<file path="config.mk">
export PLATFORM = sky130hd
export DESIGN_NAME = ltc2333_read
export DESIGN_NICKNAME = d
export VERILOG_FILES = /design/src/rtl/ltc2333_read.sv
export SDC_FILE = /design/constraint.sdc
export NUM_CORES = 1
export LEC_CHECK = 0
export ABC_AREA = 1
export CAP_MARGIN = 20
export CORE_ASPECT_RATIO = 1.5
export CORE_MARGIN = 2
export CORE_UTILIZATION = 62
export CTS_CLUSTER_SIZE = 10
export DETAILED_ROUTE_END_ITERATION = 16
export PLACE_DENSITY = 0.91
export SLEW_MARGIN = 20
export SYNTH_ARGS = -nofsm -noshare
export SYNTH_HDL_FRONTEND = slang
export SYNTH_SLANG_ARGS = --single-unit
</file>
<file path="constraint.sdc">
create_clock -name clk -period 4.1 [get_ports clk]
set_input_delay 0.41 -clock clk [delete_from_list [all_inputs] [get_ports clk]]
set_output_delay 0.41 -clock clk [all_outputs]
set_load 0.03 [all_outputs]
</file>
<file path="src/rtl/ltc2333_read.sv">
// LTC2333 SDO capture engine: deserialises 24-bit conversion records into a
// small FIFO presented as a valid/ready stream, with sticky error flags.
module ltc2333_read #(
  parameter int MAX_WORDS  = 8,
  parameter int FIFO_DEPTH = 4,
  parameter int CHECK_CHAN = 1
) (
  input  logic        clk,
  input  logic        reset,
  input  logic        frame_start,
  input  logic [3:0]  n_words,
  input  logic [2:0]  exp_chan,
  input  logic        sdo,
  input  logic        clr_err,
  output logic [17:0] out_result,
  output logic [2:0]  out_chan,
  output logic [2:0]  out_span,
  output logic        out_valid,
  input  logic        out_ready,
  output logic        busy,
  output logic        word_done,
  output logic        frame_done,
  output logic        overflow,
  output logic        frame_err,
  output logic        chan_err
);

  localparam int AW = $clog2(FIFO_DEPTH);

  typedef enum logic [1:0] {IDLE, SHIFT, DONE} state_t;

  state_t      state, state_next;
  logic [3:0]  n_lat, n_lat_next;
  logic [3:0]  word_cnt, word_cnt_next;
  logic [4:0]  bit_cnt, bit_cnt_next;
  logic [22:0] shreg;
  logic [3:0]  n_clamped;
  logic [23:0] push_word;
  logic        push;
  logic        restart;
  logic        chan_bad;

  logic [23:0]   mem [FIFO_DEPTH];
  logic [AW-1:0] wr_ptr, rd_ptr;
  logic [AW:0]   count;
  logic          full, pop, push_ok;
  logic [23:0]   head;

  assign n_clamped = (n_words > 4'(MAX_WORDS)) ? 4'(MAX_WORDS) : n_words;
  assign push_word = {shreg, sdo};
  assign restart   = (state == SHIFT) && frame_start;
  assign chan_bad  = push && (CHECK_CHAN != 0) && (push_word[5:3] != exp_chan);

  always_comb begin
    state_next    = state;
    n_lat_next    = n_lat;
    word_cnt_next = word_cnt;
    bit_cnt_next  = bit_cnt;
    push          = 1'b0;
    case (state)
      IDLE, SHIFT: begin
        if (frame_start) begin
          // A start inside SHIFT abandons the partial word and reframes.
          n_lat_next    = n_clamped;
          word_cnt_next = '0;
          bit_cnt_next  = '0;
          state_next    = (n_clamped == 4'd0) ? DONE : SHIFT;
        end else if (state == SHIFT) begin
          bit_cnt_next = bit_cnt + 5'd1;
          if (bit_cnt == 5'd23) begin
            push          = 1'b1;
            bit_cnt_next  = '0;
            word_cnt_next = word_cnt + 4'd1;
            if (word_cnt + 4'd1 == n_lat) state_next = DONE;
          end
        end
      end
      DONE:    state_next = IDLE;
      default: state_next = IDLE;
    endcase
  end

  always_ff @(posedge clk) begin
    if (reset) begin
      state      <= IDLE;
      n_lat      <= '0;
      word_cnt   <= '0;
      bit_cnt    <= '0;
      shreg      <= '0;
      word_done  <= 1'b0;
      frame_done <= 1'b0;
    end else begin
      state      <= state_next;
      n_lat      <= n_lat_next;
      word_cnt   <= word_cnt_next;
      bit_cnt    <= bit_cnt_next;
      shreg      <= {shreg[21:0], sdo};
      word_done  <= push;
      frame_done <= (state == DONE);
    end
  end

  assign full    = (count == (AW+1)'(FIFO_DEPTH));
  assign out_valid = (count != '0);
  assign pop     = out_valid && out_ready;
  assign push_ok = push && (!full || pop);

  // Storage needs no reset; outputs are masked to zero while empty.
  always_ff @(posedge clk) begin
    if (push_ok) mem[wr_ptr] <= push_word;
  end

  always_ff @(posedge clk) begin
    if (reset) begin
      wr_ptr <= '0;
      rd_ptr <= '0;
      count  <= '0;
    end else begin
      if (push_ok) wr_ptr <= wr_ptr + 1'b1;
      if (pop)     rd_ptr <= rd_ptr + 1'b1;
      case ({push_ok, pop})
        2'b10:   count <= count + 1'b1;
        2'b01:   count <= count - 1'b1;
        default: count <= count;
      endcase
    end
  end

  // Sticky flags: an event in the same cycle as clr_err leaves the flag set.
  always_ff @(posedge clk) begin
    if (reset) begin
      overflow  <= 1'b0;
      frame_err <= 1'b0;
      chan_err  <= 1'b0;
    end else begin
      overflow  <= (overflow  && !clr_err) || (push && full && !pop);
      frame_err <= (frame_err && !clr_err) || restart;
      chan_err  <= (chan_err  && !clr_err) || chan_bad;
    end
  end

  assign head       = mem[rd_ptr];
  assign out_result = out_valid ? head[23:6] : '0;
  assign out_chan   = out_valid ? head[5:3]  : '0;
  assign out_span   = out_valid ? head[2:0]  : '0;
  assign busy       = (state == SHIFT);

endmodule

</file>
==> results.sh, run 1 <==
export IMPL_hp_class="flop to flop"
export IMPL_grtUsageTotal_pct=26.6
export IMPL_hold_viol_final=0
export IMPL_drt_total_wl_mm=13.0
export IMPL_antennaDiodeCount=0
export IMPL_end_kind="output port"
export IMPL_cts_resized=0
export IMPL_drive_gt1_share_pct=8.70
export IMPL_power_switching_uw=605
export IMPL_final_max_slew_viol_count=0
export IMPL_power_frac_comb_pct=1.8
export IMPL_status="finished, final reports clean"
export IMPL_drt_vias_per_instance=5.83
export IMPL_finalSetupTns_ns=0
export IMPL_h_tree_depth=4
export IMPL_cts_buffer_depth=2
export IMPL_overflow=0
export IMPL_p_int_mw=2.56
export IMPL_antenna_left=0
export IMPL_postCtsSetupBuffers=0
export IMPL_die_x_um=83.0
export IMPL_die_h_um=122
export IMPL_vdd_ir_drop_max_mv=0.352
export IMPL_gp_congestion=0.832
export IMPL_dieArea_sq_um=10200
export IMPL_row_count=43
export IMPL_synthesis_nets=569
export IMPL_cp_max_fo=32
export IMPL_syn_to_final_growth_pct=19.5
export IMPL_relSlewSlack_pct=32.8
export IMPL_critPathLaunchType="flop"
export IMPL_finalNetCount=616
export IMPL_synthesis_area_sq_um=5800
export IMPL_leakage_nw=2.51
export IMPL_cts_tree="built"
export IMPL_io_pins=44
export IMPL_grt_pass1_vias=4345
export IMPL_final_cell_mix="nor2_1, edfxtp_1, inv_1, o21ai_0, dfxtp_1"
export IMPL_switching_share_pct=19.1
export IMPL_coreArea_sq_um=9150
export IMPL_io_buffer_count=43
export IMPL_grt_max_degree=49
export IMPL_postCtsHoldBufs=0
export IMPL_vias=4200
export IMPL_clock_latency_ns=0.42
export IMPL_ys_seq_elements=148
export IMPL_drt_iter0_markers=412
export IMPL_drv_cap=0
export IMPL_dp_hpwl_mm=7.20
export IMPL_worst_pin_slew_ns=1.01
export IMPL_root_buffer="clkbuf_16"
export IMPL_setup_worst_path_class="flop to output port"
export IMPL_drc=0
export IMPL_p_clk_share_pct=48.1
export IMPL_p_total_mw=3.17
export IMPL_num_fill_cells=543
export IMPL_antenna_found_initial=0
export IMPL_finalSetupViolations=0
export IMPL_skew_ns=0.00848
export IMPL_cts_buffers=17
export IMPL_rsz0062_at_grt="no"
export IMPL_yosysWarnings=0
export IMPL_ys_seq_area_share_pct=67.7
export IMPL_synth_area_per_cell_sq_um=10.6
export IMPL_period_share_pct=82.8
export IMPL_grt_pass1_wl_mm=20.5
export IMPL_final_common_cell="nor2_1"
export IMPL_dr_pass1_iters=5
export IMPL_pwr_share_seq_pct=50.0
export IMPL_max_freq_ghz=0.294
export IMPL_ys_types=35
export IMPL_p_per_area_nw_per_um2=457
export IMPL_postSynthCellCount=549
export IMPL_clkTransAtPathRegs_ns=0.05
export IMPL_start_util_pct=63.4
export IMPL_regArea_sq_um=3920
export IMPL_wire_per_inst_um=18.1
export IMPL_crit_arrival_ns=2.99
export IMPL_clkSinkCount=148
export IMPL_required_ns=3.69
export IMPL_min_period_ns=3.40
export IMPL_multi_input_area_sq_um=1570
==> through the flow <==
stage / hold WS [ns] / instance area [sq um] / cells / worst slack, ns / util [%]
after floorplan: 0.431 / 5800 / 549 / 1.66 / -
after global placement: 0.444 / 6340 / 689 / 1.50 / 69.3
after detailed placement: 0.457 / 6340 / 689 / 1.27 / 69.3
after CTS: 0.463 / 6930 / 721 / 0.782 / 75.7
after global routing: 0.491 / 6930 / 721 / 0.600 / 75.7
final: 0.470 / 6930 / 721 / 0.703 / 75.7
==> state kept, by name (all words and copies together) (netlist names), named ones only <==
register    cells
shreg          23
wr_ptr          2
frame_done      1
mem            96
bit_cnt         5
word_done       1
overflow        1
rd_ptr          2
frame_err       1
chan_err        1
count           3
state           2
word_cnt        4
n_lat           4
==> worst max-delay path, stage by stage, from the launching register on <==
cell             delay (ns)
dfxtp_1                0.71
buf_4                  0.45
nor2_1                 0.09
nor2_1                 0.16
o21ai_0                0.17
a21oi_1                0.23
clkdlybuf4s50_1        0.72
==> cell usage after synthesis, drive strengths merged <==
master	number	area [sq um]
o21ai	61	309
xnor2	3	26.3
inv	60	228
a22oi	3	22.5
o32ai	1	8.76
dfxtp	52	1040
nand4	3	33.8
nor3	3	15.0
xor2	1	8.76
nand2	35	156
a211oi	1	7.51
nor2	145	578
ha	6	75.1
a32o	1	10.0
o41ai	1	8.76
o211ai	1	7.51
buf	10	43.8
nand3	12	60.1
edfxtp	96	2880
clkbuf	12	45.0
fa	1	20.0
nand3b	1	7.51
a21oi	39	195
or2	1	6.26
==> final cells by class <==
type | count | share of cell area (%)
flip-flops and latches | 148 | 56.7
multi-input cells | 319 | 22.6
repair buffers | 50 | 6.97
clock buffers | 20 | 6.45
inverters | 60 | 3.29
well taps | 112 | 2.02
clock inverters | 12 | 1.99
==> power by group through the flow <==
| stage | Clock (mW) | Sequential, mW | Combinational (mW) |
|---|---|---|---|
| 2_1_floorplan | 0 | 1.62 | 0.0320 |
| 4_1_cts | 1.53 | 1.58 | 0.0584 |
| 3_5_place_dp | 0 | 1.62 | 0.0575 |
| 6_report | 1.53 | 1.58 | 0.0585 |
| 3_3_place_gp | 0 | 1.61 | 0.0560 |
| 5_1_grt | 1.59 | 1.58 | 0.0640 |
==> cells by family after synthesis <==
logic type | Yosys count | synth area share [%]
DFF | 148 | 67.7
and+or+nand+nor | 200 | 14.8
xor gates and xnor gates | 4 | 0.604
adders and majority gates | 7 | 1.64
buffers and inverters | 82 | 5.46
AOI/OAI and AO/OA | 108 | 9.82
==> layer usage <==
metal | routed length (um) | GRT usage, % | vias to the layer above
li1 | - | - | 1921
met1 | 4620 | 27.1 | 2014
met2 | 7060 | 47.6 | 206
met3 | 830 | 6.86 | 59
met4 | 544 | 17.9 | 0
met5 | 0 | 0 | -
==> worst paths after layout <==
path / cells after the start / slack, ns / start / end
max: 6 / 0.70 / flop / out_result[11]
min: 2 / 0.47 / shreg[17]$_SDFF_PP0_ / shreg[18]$_SDFF_PP0_
max reg2reg: 9 / 1.99 / count[0]$_SDFFE_PP0P_ / count[2]$_SDFFE_PP0P_
min reg2reg: 2 / 0.47 / shreg[17]$_SDFF_PP0_ / shreg[18]$_SDFF_PP0_
Note: power is estimated with default switching activity, not from simulation.
==> run 2: changes to the inputs <==
--- a/config.mk
+++ b/config.mk
@@ -9,10 +9,10 @@
 export CAP_MARGIN = 20
 export CORE_ASPECT_RATIO = 1.5
 export CORE_MARGIN = 2
-export CORE_UTILIZATION = 62
+export CORE_UTILIZATION = 58
 export CTS_CLUSTER_SIZE = 10
 export DETAILED_ROUTE_END_ITERATION = 16
-export PLACE_DENSITY = 0.91
+export PLACE_DENSITY = 0.86
 export SLEW_MARGIN = 20
 export SYNTH_ARGS = -nofsm -noshare
 export SYNTH_HDL_FRONTEND = slang
==> constraint.sdc (replaced) <==
create_clock -name clk -period 3.5 [get_ports clk]
set_input_delay 0.35 -clock clk [delete_from_list [all_inputs] [get_ports clk]]
set_output_delay 0.35 -clock clk [all_outputs]
set_load 0.03 [all_outputs]
==> run 2 against run 1 <==
Against the previous run: worst setup slack worse by 0.50 ns; flip-flop and latch count stayed put; critical endpoint is now out_chan[1]; global-route usage is 2.6 points lower; die area is 6.6% higher; largest cell class unchanged; clock skew is 0.0025 ns lower; core utilization is 4.3 points lower; combinational power is 17% higher; sequential power is 18% higher; via count is 1.5% lower; routed wire length is 4.5% lower; register-to-register slack worse by 0.52 ns; first-iteration DRC count is 2.2% higher.
==> results.sh, run 2 (synthesis gave the netlist of run 1 again) <==
export IMPL_finalNetCount=616
export IMPL_row_count=44
export IMPL_drv_cap=0
export IMPL_max_freq_ghz=0.304
export IMPL_antenna_left=0
export IMPL_whs_path_depth=2
export IMPL_fin_cells=724
export IMPL_slowest_delay_ns=0.75
export IMPL_grtUsageTotal_pct=24.0
export IMPL_hold_viol_final=0
export IMPL_drive_gt1_share_pct=8.87
export IMPL_wire_per_inst_um=17.2
export IMPL_antennaDiodeCount=0
export IMPL_min_period_ns=3.29
export IMPL_required_ns=3.15
export IMPL_root_buffer="clkbuf_16"
export IMPL_gp_congestion=0.850
export IMPL_overflow=0
export IMPL_dp_hpwl_mm=7.17
export IMPL_postCtsSetupBuffers=0
export IMPL_antenna_found_initial=0
export IMPL_finalSetupTns_ns=0
export IMPL_cts_buffer_depth=2
export IMPL_final_common_cell="nor2_1"
export IMPL_cts_tree="built"
export IMPL_die_h_um=126
export IMPL_coreArea_sq_um=9690
export IMPL_rr_worst_depth=9
export IMPL_io_pins=44
export IMPL_end_kind="output port"
export IMPL_status="finished, final reports clean"
export IMPL_io_buffer_count=43
export IMPL_cp_top_family="buffers and inverters"
export IMPL_path_depth=6
export IMPL_vias=4138
export IMPL_p_total_mw=3.66
export IMPL_cp_max_fo=30
export IMPL_finalSetupViolations=0
export IMPL_drt_total_wl_mm=12.5
export IMPL_drt_vias_per_instance=5.72
export IMPL_vdd_ir_drop_max_mv=0.473
export IMPL_dieArea_sq_um=10800
export IMPL_grt_pass1_vias=4213
export IMPL_rsz0062_at_grt="no"
export IMPL_largest_reg_flops=96
export IMPL_regMostFlops="mem"
export IMPL_drc=0
export IMPL_postCtsHoldBufs=0
export IMPL_reg_top3="mem x96, shreg x23, bit_cnt x5"
export IMPL_relSlewSlack_pct=38.6
export IMPL_crit_buf_inv=2
export IMPL_start_util_pct=59.8
export IMPL_dpl_cell_count=692
export IMPL_cts_buffers=17
export IMPL_final_max_slew_viol_count=0
export IMPL_skew_ns=0.00599
export IMPL_whs_ns=0.471
export IMPL_leakage_nw=2.50
export IMPL_p_per_area_nw_per_um2=529
export IMPL_critPathLaunchType="flop"
export IMPL_worst_pin_slew_ns=0.920
export IMPL_final_cell_mix="nor2_1, edfxtp_1, inv_1, o21ai_0, dfxtp_1"
export IMPL_clock_latency_ns=0.41
export IMPL_dr_pass1_iters=5
export IMPL_path_cells="buf_4 > nor2_1 > nor2_1 > o21ai_0 > a21oi_1 > clkdlybuf4s50_1"
export IMPL_grt_max_degree=49
export IMPL_final_core_util_pct=71.4
export IMPL_slowest_stage="dfxtp_1"
export IMPL_clkSinkCount=148
export IMPL_grt_pass1_wl_mm=19.8
export IMPL_h_tree_depth=4
export IMPL_setup_worst_path_class="flop to output port"
export IMPL_syn_to_final_growth_pct=19.3
export IMPL_drt_iter0_markers=421
export IMPL_period_share_pct=94.1
export IMPL_hp_class="flop to flop"
export IMPL_cpMostUsedCell="nor2_1"
export IMPL_cts_resized=0
export IMPL_die_x_um=85.6
export IMPL_crit_arrival_ns=2.94
export IMPL_clkTransAtPathRegs_ns=0.06
## run 2: changes by cell type in the layout (fill, tap and decap cells not counted), sizes merged
cell | previous run | this run
clkinv | 8 | 6
clkinvlp | 1 | 2
bufinv | 3 | 2
clkbuf | 20 | 22
## run 2: path summary, 6_finish.rpt
path                          from                    end  slack [ns]
max                           flop            out_chan[1]        0.21
min           shreg[10]$_SDFF_PP0_   shreg[11]$_SDFF_PP0_        0.47
max reg2reg  count[0]$_SDFFE_PP0P_  count[2]$_SDFFE_PP0P_        1.47
min reg2reg   shreg[10]$_SDFF_PP0_   shreg[11]$_SDFF_PP0_        0.47
## run 2: cell type report
cell class	instances	area, sq um
sequential	148	3920
fill	620	2770
multi-input combinational	319	1570
timing repair buffer	50	483
clock buffer	22	464
inverter	60	228
tap	115	144
clock inverter	10	108
## run 2: worst register-to-register path, stage by stage (launching register included)
cell and delay, ns:
dfxtp_1 0.38, nor2_1 0.09, nand2_1 0.14, nand2_1 0.11, inv_1 0.18, nand2_4 0.09
fa_1 0.40, or2_2 0.32, a21oi_1 0.15, nor2_1 0.06
## run 2: per-stage QoR
stage	area [sq um]	setup slack, ns
after global placement	6340	0.807
after floorplan	5800	1.06
after detailed placement	6340	0.759
final	6920	0.206
after global routing	6920	0.0490
after CTS	6920	0.217
## run 2: metal layers
metal	track usage, %	share of wire (%)
met5	0	0
met2	43.8	55
met3	6.12	5.7
met1	25.1	36
met4	11.6	3.1
## run 2: power breakdown
group          switching, mW  internal [mW]  leakage, nW
clock network          0.652           1.08        0.277
registers            0.00725           1.85         1.31
logic                 0.0405         0.0280        0.912
